===== src/rtl/clock_div_gen_if.sv =====
// clock_div_gen_if: configuration write channel (valid/ready) for clock_div_gen
interface clock_div_gen_if #(
  parameter int NUM_CH = 2,
  parameter int CNT_W = 8
);
  localparam int CH_W = NUM_CH > 1 ? $clog2(NUM_CH) : 1;
  logic cfg_valid;
  logic cfg_ready;
  logic [CH_W-1:0] cfg_ch;
  logic [CNT_W-1:0] cfg_period;
  logic [CNT_W-1:0] cfg_high;
  modport master (output cfg_valid, cfg_ch, cfg_period, cfg_high, input cfg_ready);
  modport slave (input cfg_valid, cfg_ch, cfg_period, cfg_high, output cfg_ready);
endinterface


===== src/rtl/clock_div_gen.sv =====
// clock_div_gen: NUM_CH programmable divided clocks with end-of-period ticks and a shared sync.
// Define CLOCK_DIV_GEN_GLITCHFREE_LOAD_EN to defer configuration loads to period boundaries.
module clock_div_gen #(
  parameter int NUM_CH = 2,
  parameter int CNT_W = 8,
  parameter int DEF_PERIOD = 1,
  parameter int DEF_HIGH = 1
) (
  input  logic clk,
  input  logic rst_n,
  input  logic en,
  input  logic sync,
  clock_div_gen_if.slave cfg,
  output logic [NUM_CH-1:0] clk_o,
  output logic [NUM_CH-1:0] tick_o
);
  localparam int CH_W = NUM_CH > 1 ? $clog2(NUM_CH) : 1;
  logic en_q, ready_q, hit, ld_go;
  logic [CH_W-1:0] ld_ch;
  logic [CNT_W-1:0] ld_p, ld_h;
  logic [NUM_CH-1:0] wrap;
  assign cfg.cfg_ready = ready_q;
  // Out-of-range channel writes are handshaken but never reach a channel.
  assign hit = cfg.cfg_valid && ready_q && (32'(cfg.cfg_ch) < NUM_CH);
  always_ff @(posedge clk or negedge rst_n)
    if (!rst_n) en_q <= 1'b0;
    else en_q <= en;
`ifdef CLOCK_DIV_GEN_GLITCHFREE_LOAD_EN
  logic pend;
  logic [CH_W-1:0] sh_ch;
  logic [CNT_W-1:0] sh_p, sh_h;
  // A parked write lands only where its channel's period ends, or while idle / realigning.
  assign ld_go = pend && (!en_q || sync || wrap[sh_ch]);
  assign ld_ch = sh_ch;
  assign ld_p = sh_p;
  assign ld_h = sh_h;
  always_ff @(posedge clk or negedge rst_n)
    if (!rst_n) begin
      pend <= 1'b0;
      ready_q <= 1'b0;
      sh_ch <= '0;
      sh_p <= '0;
      sh_h <= '0;
    end else begin
      pend <= ld_go ? 1'b0 : hit ? 1'b1 : pend;
      ready_q <= ld_go || !(hit || pend);
      if (hit) begin
        sh_ch <= cfg.cfg_ch;
        sh_p <= cfg.cfg_period;
        sh_h <= cfg.cfg_high;
      end
    end
`else
  assign ld_go = hit;
  assign ld_ch = cfg.cfg_ch;
  assign ld_p = cfg.cfg_period;
  assign ld_h = cfg.cfg_high;
  always_ff @(posedge clk or negedge rst_n)
    if (!rst_n) ready_q <= 1'b0;
    else ready_q <= 1'b1;
`endif
  for (genvar g = 0; g < NUM_CH; g++) begin : g_ch
    logic ld, clk_q, tick_q;
    logic [CNT_W-1:0] cnt, per, hi, cnt_d, per_d, hi_d;
    assign wrap[g] = cnt >= per;
    assign clk_o[g] = clk_q;
    assign tick_o[g] = tick_q;
    // Outputs are computed from next-state values so they line up with cnt in the same cycle.
    always_comb begin
      ld = ld_go && (ld_ch == CH_W'(g));
      per_d = ld ? ld_p : per;
      hi_d = ld ? ld_h : hi;
      cnt_d = (!en || !en_q || sync || ld || wrap[g]) ? '0 : cnt + CNT_W'(1);
    end
    always_ff @(posedge clk or negedge rst_n)
      if (!rst_n) begin
        cnt <= '0;
        per <= CNT_W'(DEF_PERIOD);
        hi <= CNT_W'(DEF_HIGH);
        clk_q <= 1'b0;
        tick_q <= 1'b0;
      end else begin
        cnt <= cnt_d;
        per <= per_d;
        hi <= hi_d;
        clk_q <= en && (cnt_d < hi_d);
        tick_q <= en && (cnt_d == per_d);
      end
  end
endmodule


===== src/flat_wrapper.sv =====
// flat-port wrapper written by rule: the top's interface ports become plain ports
module clock_div_gen_flat 
#(
  parameter int NUM_CH = 2,
  parameter int CNT_W = 8,
  parameter int DEF_PERIOD = 1,
  parameter int DEF_HIGH = 1
)
  (clk, rst_n, en, sync, clk_o, tick_o, cfg_cfg_valid, cfg_cfg_ch, cfg_cfg_period, cfg_cfg_high, cfg_cfg_ready);
  clock_div_gen_if #(.NUM_CH(NUM_CH), .CNT_W(CNT_W)) cfg_i ();
  input  logic clk;
  input  logic rst_n;
  input  logic en;
  input  logic sync;
  output logic [NUM_CH-1:0] clk_o;
  output logic [NUM_CH-1:0] tick_o;
  input wire logic [$bits(cfg_i.cfg_valid)-1:0] cfg_cfg_valid;
  input wire logic [$bits(cfg_i.cfg_ch)-1:0] cfg_cfg_ch;
  input wire logic [$bits(cfg_i.cfg_period)-1:0] cfg_cfg_period;
  input wire logic [$bits(cfg_i.cfg_high)-1:0] cfg_cfg_high;
  output wire logic [$bits(cfg_i.cfg_ready)-1:0] cfg_cfg_ready;
  assign cfg_i.cfg_valid = cfg_cfg_valid;
  assign cfg_i.cfg_ch = cfg_cfg_ch;
  assign cfg_i.cfg_period = cfg_cfg_period;
  assign cfg_i.cfg_high = cfg_cfg_high;
  assign cfg_cfg_ready = cfg_i.cfg_ready;
  clock_div_gen #(.NUM_CH(NUM_CH), .CNT_W(CNT_W), .DEF_PERIOD(DEF_PERIOD), .DEF_HIGH(DEF_HIGH)) u_core (.clk(clk), .rst_n(rst_n), .en(en), .sync(sync), .cfg(cfg_i), .clk_o(clk_o), .tick_o(tick_o));
endmodule

===== config.mk =====
export PLATFORM = sky130hd
export DESIGN_NAME = clock_div_gen_flat
export DESIGN_NICKNAME = d
export VERILOG_FILES = /design/src/rtl/clock_div_gen_if.sv /design/src/rtl/clock_div_gen.sv /design/src/flat_wrapper.sv
export SDC_FILE = /design/constraint.sdc
export NUM_CORES = 1
export LEC_CHECK = 0
export BUFFER_PORTS_ARGS = -buffer_cell sky130_fd_sc_hd__buf_4
export CELL_PAD_IN_SITES_DETAIL_PLACEMENT = 0
export CELL_PAD_IN_SITES_GLOBAL_PLACEMENT = 1
export CORE_UTILIZATION = 43
export DETAILED_ROUTE_END_ITERATION = 8
export GPL_TIMING_DRIVEN = 0
export PLACE_DENSITY = 0.77
export REMOVE_ABC_BUFFERS = 1
export SKIP_LAST_GASP = 1
export SYNTH_ARGS = -nofsm -noshare
export SYNTH_HDL_FRONTEND = slang
export SYNTH_SLANG_ARGS = --single-unit

===== constraint.sdc =====
create_clock -name clk -period 2.9 [get_ports clk]
set_input_delay 0.58 -clock clk [delete_from_list [all_inputs] [get_ports clk]]
set_output_delay 0.58 -clock clk [all_outputs]
set_load 0.03 [all_outputs]

**Word level (Yosys, flattened, before mapping)**

Index checks and enable logic that the tools add are counted.

- Register bits after elaboration: 54
- Output and inout bits: 5
- Word-level logic and storage cells: 42

- $add $sub $neg: 2
- $lt $le $gt $ge: 4
- Eq/ne operators: 2
- Mux-type cells: 6
- Bitwise gates (word level): 1
- Reductions and logical operators: 15

Operator list:

| operator | number |
|---|---|
| 8-bit two-way mux | 6 |
| 8-bit by 1-bit adder with 8-bit output (second input constant) | 2 |
| 8-bit equality test | 2 |
| 8-bit greater-or-equal comparator | 2 |
| 8-bit < comparator | 2 |
| 1-bit logical AND | 7 |
| 1-bit logical OR | 6 |
| 1-bit zero test | 2 |
| 1-bit NOT | 1 |

**Logic depth before layout (Yosys ltp)**

Gate-level depths: netlist of run 1.

- Word-level depth: 8
- Gate-level depth with buffers: 14
- Depth with buffers taken out: 12

**Least setup slack after synthesis of run 1**

OpenSTA, ideal clock, no wires.

- Kind: register to register
- Start: register u_core.g_ch[1].cnt[0]
- End: register u_core.g_ch[1].clk_q
- Setup time: 0.065 ns
- Data arrival time: 2.889 ns
- Required time: 2.835 ns
- Setup slack: -0.054 ns
- Stages on the path, launching flop included: 14
- Cell sequence: dfrtp_1 > clkbuf_1 > inv_1 > ha_1 > nand2b_1 > a2111oi_1 > o31ai_1 > or2_1 > buf_2 > nor2_1 > ha_1 > and3_1 > a221oi_1 > o21a_1

- Word-level cells in the longest chain between the ends: 5
- Elaborated cells on any way between the ends: 6
- Those cells by class: 1 x add/sub; 2 x order compare; 1 x mux; 2 x reduce/logical

Ends and longest elaborated chain:

| item | RTL line | source |
|---|---|---|
| start: declaration | clock_div_gen.sv:64 | `logic [CNT_W-1:0] cnt, per, hi, cnt_d, per_d, hi_d;` |
| start signal: assignment | clock_div_gen.sv:83 | `cnt <= cnt_d;` |
| 8-bit greater-or-equal comparator | clock_div_gen.sv:65 | `assign wrap[g] = cnt >= per;` |
| 1-bit logical OR | clock_div_gen.sv:73 | `cnt_d = (!en \|\| !en_q \|\| sync \|\| ld \|\| wrap[g]) ? '0 : cnt + CNT_W'(1);` |
| 8-bit two-way mux * | clock_div_gen.sv:73 |  |
| named net u_core.g_ch[1].cnt_d[2] | clock_div_gen.sv:64 |  |
| 8-bit < comparator * | clock_div_gen.sv:86 | `clk_q <= en && (cnt_d < hi_d);` |
| 1-bit logical AND * | clock_div_gen.sv:86 |  |
| end signal: assignment | clock_div_gen.sv:86 |  |
| end: declaration | clock_div_gen.sv:63 | `logic ld, clk_q, tick_q;` |

Mark *: on every way through the listed nets, which the timed path passes. The rest lies on a longest branch.

**Worst setup path in the final report of run 1**

- Start: register u_core.g_ch[0].cnt[0]
- End: register u_core.g_ch[0].tick_q

- Word-level cells in the longest chain between the ends: 5
- Elaborated cells on any way between the ends: 6
- Those cells by class: 1 x add/sub; 1 x order compare; 1 x eq/ne; 1 x mux; 2 x reduce/logical

Ends and longest elaborated chain:

| item | RTL line | source |
|---|---|---|
| start: declaration | clock_div_gen.sv:64 |  |
| start signal: assignment | clock_div_gen.sv:83 |  |
| 8-bit greater-or-equal comparator | clock_div_gen.sv:65 |  |
| 1-bit logical OR | clock_div_gen.sv:73 |  |
| 8-bit two-way mux * | clock_div_gen.sv:73 |  |
| 8-bit equality test * | clock_div_gen.sv:87 | `tick_q <= en && (cnt_d == per_d);` |
| 1-bit logical AND * | clock_div_gen.sv:87 |  |
| end signal: assignment | clock_div_gen.sv:87 |  |
| end: declaration | clock_div_gen.sv:63 |  |

Mark *: on every way between the ends. The rest lies on a longest branch, timed or not.

==> flow_metrics.tcl, run 1 <==
set metrics [dict create \
    end_kind "flip-flop" \
    r2r_end "u_core.g_ch[0].tick_q$_DFF_PN0_" \
    worst-r2r-setup-slack_ns 0.12 \
    worst_pin_slew_ns 0.697 \
    antennaDiodeCount 0 \
    cp_slowest_cell "dfrtp_2" \
    wl_mm 7.13 \
    die_w_um 89.8 \
    reg2reg_depth 10 \
    synth-seq-cells 54 \
    syn_area_um2 3320 \
    rsz0062_at_grt "yes" \
    dr.pass1.iters 4 \
    numClockSinks 54 \
    gp_congestion 0.753 \
    ios 27 \
    cp_num_buf_inv 2 \
    areaGrowthSynthToFinish_pct 15.1 \
    synth_area_leaders "dfrtp_1 (38%), ha_1 (12%), mux2i_1 (7.2%)" \
    clk_path_buf_depth 2 \
    hp-class "in2async" \
    setup_viol 0 \
    grt_max_degree 55 \
    avgSynthCellArea_um2 10.5 \
    synthArstFlopShare 1.00 \
    required_ns 3.11 \
    path_max_fanout 8 \
    crit_family "compound AO/OA/AOI/OAI gates" \
    fmax_mhz 360 \
    p_per_area_nw_per_um2 490 \
    via_per_inst 5.18 \
    stdcell_count 450 \
    status "complete, no violations" \
    period_share 0.957 \
    max_cap_violations 0 \
    synth_edf_count 0 \
    finalCriticalPeriod_ns 2.78 \
    seq_area_frac_synth 0.409 \
    start_util 0.450 \
    dpl.cell_count 431 \
    hold_viol 0 \
    drc_errors 0 \
    clkTransAtPathRegs_ns 0.10 \
    grt_antenna_before_repair 0 \
    netlist_instances 317 \
    report.final.slew_viol_count 0 \
    critPathLaunchType "flip-flop" \
    dieArea_um2 8070 \
    grt_pass1_vias 2400 \
    core.rowCount 31 \
    r2r-start "u_core.g_ch[0].cnt[0]$_DFF_PN0_" \
    insertion_delay_ns 0.32 \
    core_area_um2 7370 \
    io_buffers 26 \
    synth_largest_area_cell "dfrtp_1" \
    cts_tree "done" \
    grt_pass1_wl_mm 12.0 \
    synth_cell_types 57 \
    maxSlewHeadroom 0.535 \
    drtAntennaViolNets 0 \
    ir_worst_vdd_v 0.000251 \
    grt_overflow_total 0 \
    wl_per_cell_um 15.8 \
    nets 404 \
    ys_warn_count 0 \
    die_h_um 89.8 \
    h-tree-depth 2 \
    leakagePower_uw 0.00198 \
    grtUsageTotal 0.192 \
    num_vias 2331 \
    hpwl_mm 5.33 \
    fin_skew_ns 0.00893 \
    drive_gt1_frac 0.236 \
    yosys_most_used_dff "dfrtp_1" \
    max_stage_delay_ns 0.45 \
    critical_path_arrival_ns 2.98 \
    cts-root-buf "clkbuf_8" \
    crit_chain "inv_2 -> ha_1 -> nand2b_4 -> a2111oi_4 -> o31ai_4 -> or2_4 -> buf_4 -> o41ai_2 -> o21ai_0 -> a2111oi_2" \
    crit_type "reg2reg" \
    hold_slack_ns 0.277 \
    yosys.area.top_type_share 0.377 \
    hold_buffers 0 \
    drt_iter0_markers 96 \
    cts_buffers 5 \
]
==> what timing repair did <==
| item | in CTS | in global routing |
|---|---|---|
| pin swaps | 2 | 10 |
| gates cloned | 0 | 0 |
| gates resized for setup | 12 | 9 |
| setup endpoints to repair | 3 | 4 |
| setup buffers | 7 | 4 |
==> sequential cells by signal, indices dropped and copies added, names as in the netlist <==
register	count
u_core.g_ch.cnt	16
u_core.g_ch.clk_q	2
u_core.g_ch.hi	16
u_core.g_ch.per	16
u_core.en_q	1
u_core.cfg.cfg_ready	1
u_core.g_ch.tick_q	2
==> power breakdown <==
group	switching [µW]	leakage, µW	internal [µW]
Combinational	259	0.00127	205
Clock	262	0.0000514	258
Sequential	37.4	0.000668	849
Total	559	0.00198	1310
==> worst max path at each step <==
stage,cells after the start,endpoint,slack [ns],start
after global placement,10,u_core.g_ch[0].clk_q$_DFF_PN0_,-1.14,cfg_cfg_ch
after global routing,10,u_core.g_ch[1].clk_q$_DFF_PN0_,-0.005,u_core.g_ch[1].per[0]$_DFF_PN1_
final,10,u_core.g_ch[0].tick_q$_DFF_PN0_,0.12,u_core.g_ch[0].cnt[0]$_DFF_PN0_
after CTS,10,u_core.g_ch[0].clk_q$_DFF_PN0_,0.008,u_core.g_ch[0].per[0]$_DFF_PN1_
after floorplan,9,u_core.g_ch[0].clk_q$_DFF_PN0_,-0.35,cfg_cfg_ch
after detailed placement,10,u_core.g_ch[0].clk_q$_DFF_PN0_,-1.12,cfg_cfg_ch
==> synthesized netlist by cell type, types with 2 or more instances <==
| master | number |
|---|---|
| dfrtp_1 | 50 |
| inv_1 | 42 |
| ha_1 | 32 |
| mux2i_1 | 24 |
| nor2_1 | 21 |
| xnor2_1 | 13 |
| nand2_1 | 11 |
| nand3_1 | 9 |
| and3_1 | 8 |
| mux2_2 | 8 |
| xor2_1 | 8 |
| nand4_1 | 7 |
| o21ai_0 | 6 |
| a21o_1 | 5 |
| a21oi_1 | 4 |
| buf_4 | 4 |
| dfstp_2 | 4 |
| nor4_1 | 4 |
| o21a_1 | 4 |
| o31ai_1 | 4 |
| buf_2 | 3 |
| nor3_1 | 3 |
| a221o_1 | 2 |
| and2b_1 | 2 |
| buf_6 | 2 |
| nand2b_1 | 2 |
| nand3b_1 | 2 |
| nor2b_1 | 2 |
| o211ai_1 | 2 |
| o31a_1 | 2 |
==> stage by stage <==
stage	util	cell area [µm²]	TNS, ns	setup slack (ns)	power, µW
finish	0.518	3820	0	0.124	1870
global route	0.518	3820	-0.00533	-0.00533	1990
CTS	0.509	3750	0	0.00760	1890
detailed placement	0.483	3560	-3.53	-1.12	1350
global placement	0.483	3560	-3.55	-1.14	1340
floorplan	-	3240	-0.347	-0.347	1210
==> cell usage in the layout, fill, tap and decap left out, drive strengths merged, types with 7 or more instances in the layout <==
cell / count
dfrtp: 50
inv: 42
buf: 36
ha: 32
mux2i: 24
nor2: 21
xnor2: 13
nand2: 11
nand3: 10
xor2: 9
and3: 8
mux2: 8
nand4: 7
clkbuf: 7
==> per-layer routing <==
layer	GRT usage	routed length (µm)	vias up
met5	0	0	-
li1	-	-	1166
met1	0.270	3660	1124
met2	0.298	3160	33
met3	0.0338	206	8
met4	0.0669	103	0
==> cell type report <==
| class | instances | area, µm² |
|---|---|---|
| Clock buffer | 6 | 72.6 |
| Clock inverter | 2 | 37.5 |
| Fill cell | 707 | 3550 |
| Inverter | 42 | 158 |
| Multi-Input combinational cell | 210 | 1790 |
| Sequential cell | 54 | 1360 |
| Tap cell | 99 | 124 |
| Timing Repair Buffer | 37 | 275 |
==> kinds of logic (layout without fill, tap and decap cells) <==
| logic type | count (synthesis) | after routing | synth area share |
|---|---|---|---|
| buffers and inverters | 53 | 87 | 0.0702 |
| XOR/XNOR | 22 | 22 | 0.0604 |
| adder cells (fa/ha/maj) | 32 | 32 | 0.121 |
| multiplexers | 32 | 32 | 0.0996 |
| other | 1 | 1 | 0.00113 |
| AO/OA/AOI/OAI | 39 | 39 | 0.0970 |
| AND/OR/NAND/NOR | 84 | 84 | 0.142 |
| flip-flops | 54 | 54 | 0.409 |
Note: power is estimated with default switching activity, not from simulation.
==> run 2, diff against run 1 <==
==> constraint.sdc (replaced) <==
create_clock -name clk -period 2.9 [get_ports clk]
set_input_delay 0.145 -clock clk [delete_from_list [all_inputs] [get_ports clk]]
set_output_delay 0.145 -clock clk [all_outputs]
set_load 0.03 [all_outputs]
==> run 2 against run 1 <==
Sequential cell count unchanged. Total power about the same. Fmax about the same. Final area increased by 0.52%. Setup slack got worse by 0.0020 ns. Die area unchanged. Final cell count increased by 0.44%. First-iteration DRC count unchanged. Utilization increased by 0.27 points. Global-route usage increased by 0.055 points. Routed wire length increased by 0.14%.
==> flow_metrics.tcl, run 2 (same netlist as run 1, synthesis figures left out) <==
set metrics [dict create \
    fin_skew_ns 0.00956 \
    hp-class "in2reg" \
    h-tree-depth 2 \
    ios 27 \
    place_area_um2 3560 \
    max_cap_violations 0 \
    fin_ws_ns 0.122 \
    antennaDiodeCount 0 \
    core_area_um2 7370 \
    layout_common_cells "dfrtp_1 (48), inv_1 (41), buf_4 (36)" \
    leakagePower_uw 0.00199 \
    start_util 0.450 \
    grt_pass1_wl_mm 12.0 \
    drc_errors 0 \
    grtUsageTotal 0.193 \
    dieArea_um2 8070 \
    maxSlewHeadroom 0.537 \
    cp_slowest_cell "dfrtp_2" \
    rsz0062_at_grt "yes" \
    wl_mm 7.14 \
    die_w_um 89.8 \
    fill_cells 705 \
    path_max_fanout 8 \
    gp_congestion 0.753 \
    clkTransAtPathRegs_ns 0.10 \
    die_h_um 89.8 \
    crit_type "reg2reg" \
    p_seq_frac 0.473 \
    areaGrowthSynthToFinish_pct 15.7 \
    required_ns 3.10 \
    cts-root-buf "clkbuf_8" \
    hpwl_mm 5.33 \
    drive_gt1_frac 0.235 \
    hold_viol 0 \
    report.final.slew_viol_count 0 \
    via_per_inst 5.17 \
    netSwitchingFraction 0.298 \
    num_vias 2338 \
    finalSetupTns_ns 0 \
    reg.largest.list "u_core.g_ch.cnt x16, u_core.g_ch.hi x16, u_core.g_ch.per x16" \
    multi_input_area_um2 1790 \
    cts_tree "done" \
    dr.pass1.iters 4 \
    p_per_area_nw_per_um2 488 \
    pre_cts_slack_ns -0.726 \
    wl_per_cell_um 15.8 \
    regArea_um2 1360 \
    grt_pass1_vias 2406 \
    status "complete, no violations" \
    grt_overflow_total 0 \
    critical_path_arrival_ns 2.98 \
    numClockSinks 54 \
    switching_power_uw 559 \
    critPathLaunchType "flip-flop" \
    worst_pin_slew_ns 0.695 \
    final_area_um2 3840 \
    p_int_uw 1310 \
    io_buffers 26 \
    pwr-share-comb 0.249 \
    drtAntennaViolNets 0 \
    clockPowerShare 0.277 \
    ir_worst_vdd_v 0.000252 \
    grt_max_degree 55 \
    grt_antenna_before_repair 0 \
    nets 406 \
    finalCriticalPeriod_ns 2.78 \
    fmax_mhz 360 \
    clk_path_buf_depth 2 \
    max_stage_delay_ns 0.45 \
    drt_iter0_markers 96 \
    setup_viol 0 \
    core.rowCount 31 \
    insertion_delay_ns 0.32 \
    period_share 0.958 \
    crit_chain "inv_2 -> ha_1 -> nand2b_4 -> a2111oi_4 -> o31ai_4 -> or2_4 -> buf_4 -> o41ai_2 -> o21ai_0 -> a2111oi_2" \
    end_kind "flip-flop" \
    cts_buffers 5 \
    final_common_cell "dfrtp_1" \
]
-- run 2: path summary, 6_finish.rpt --
path,startpoint,endpoint,slack [ns],cells after the start
setup / recovery,u_core.g_ch[0].cnt[0]$_DFF_PN0_,u_core.g_ch[0].tick_q$_DFF_PN0_,0.12,10
hold / removal,cfg_cfg_high[6],u_core.g_ch[1].hi[6]$_DFF_PN0_,0.07,3
setup reg to reg,u_core.g_ch[0].cnt[0]$_DFF_PN0_,u_core.g_ch[0].tick_q$_DFF_PN0_,0.12,10
hold reg to reg,u_core.g_ch[1].hi[6]$_DFF_PN0_,u_core.g_ch[1].hi[6]$_DFF_PN0_,0.50,2
max in group asynchronous,rst_n,u_core.g_ch[0].cnt[0]$_DFF_PN0_,2.00,2
min in group asynchronous,rst_n,u_core.g_ch[1].per[3]$_DFF_PN0_,0.40,2
-- run 2: power groups by stage --
stage / sequential (µW) / combinational, µW / clock (µW)
after floorplan: 897 / 317 / 0
after global placement: 899 / 436 / 0
after detailed placement: 903 / 443 / 0
after CTS: 887 / 463 / 539
after global routing: 898 / 531 / 559
final: 886 / 467 / 519
-- run 2: final cells by class --
class                           instances  area share
Timing Repair Buffer                   39      0.0769
Tap cell                               99      0.0323
Clock inverter                          2     0.00978
Inverter                               42      0.0411
Sequential cell                        54       0.354
Clock buffer                            6      0.0189
Multi-Input combinational cell        210       0.467
-- run 2: layer usage --
metal,routed length [µm],vias up,GRT usage,part of all wire
met2,3190,31,0.299,0.45
li1,-,1169,-,-
met4,103,0,0.0669,0.014
met5,0,-,0,0
met3,224,8,0.0338,0.031
met1,3620,1130,0.270,0.51
-- run 2: repair_timing --
action,4_1_cts,5_1_grt
hold buffers,2,0
buffers inserted,7,4
gates resized for setup,12,9
endpoints found under the hold margin,51,0
setup endpoints to repair,3,4
pin swaps,3,10
-- run 2: worst max-delay path: cells and delay by family, from the launching register on --
family / cells / cell delay (ns)
simple gates: 2 / 0.46
flops: 1 / 0.45
fa+ha+maj: 1 / 0.22
compound gates: 5 / 1.27
buf+inv: 2 / 0.26
-- run 2: stage by stage --
step	instances	power [µW]	hold slack (ns)	utilization
5_1_grt	452	1990	0.0741	0.521
3_5_place_dp	431	1350	0.240	0.483
4_1_cts	448	1890	0.0614	0.512
6_report	452	1870	0.0684	0.521
3_3_place_gp	431	1340	0.233	0.483
2_1_floorplan	306	1210	-0.151	-
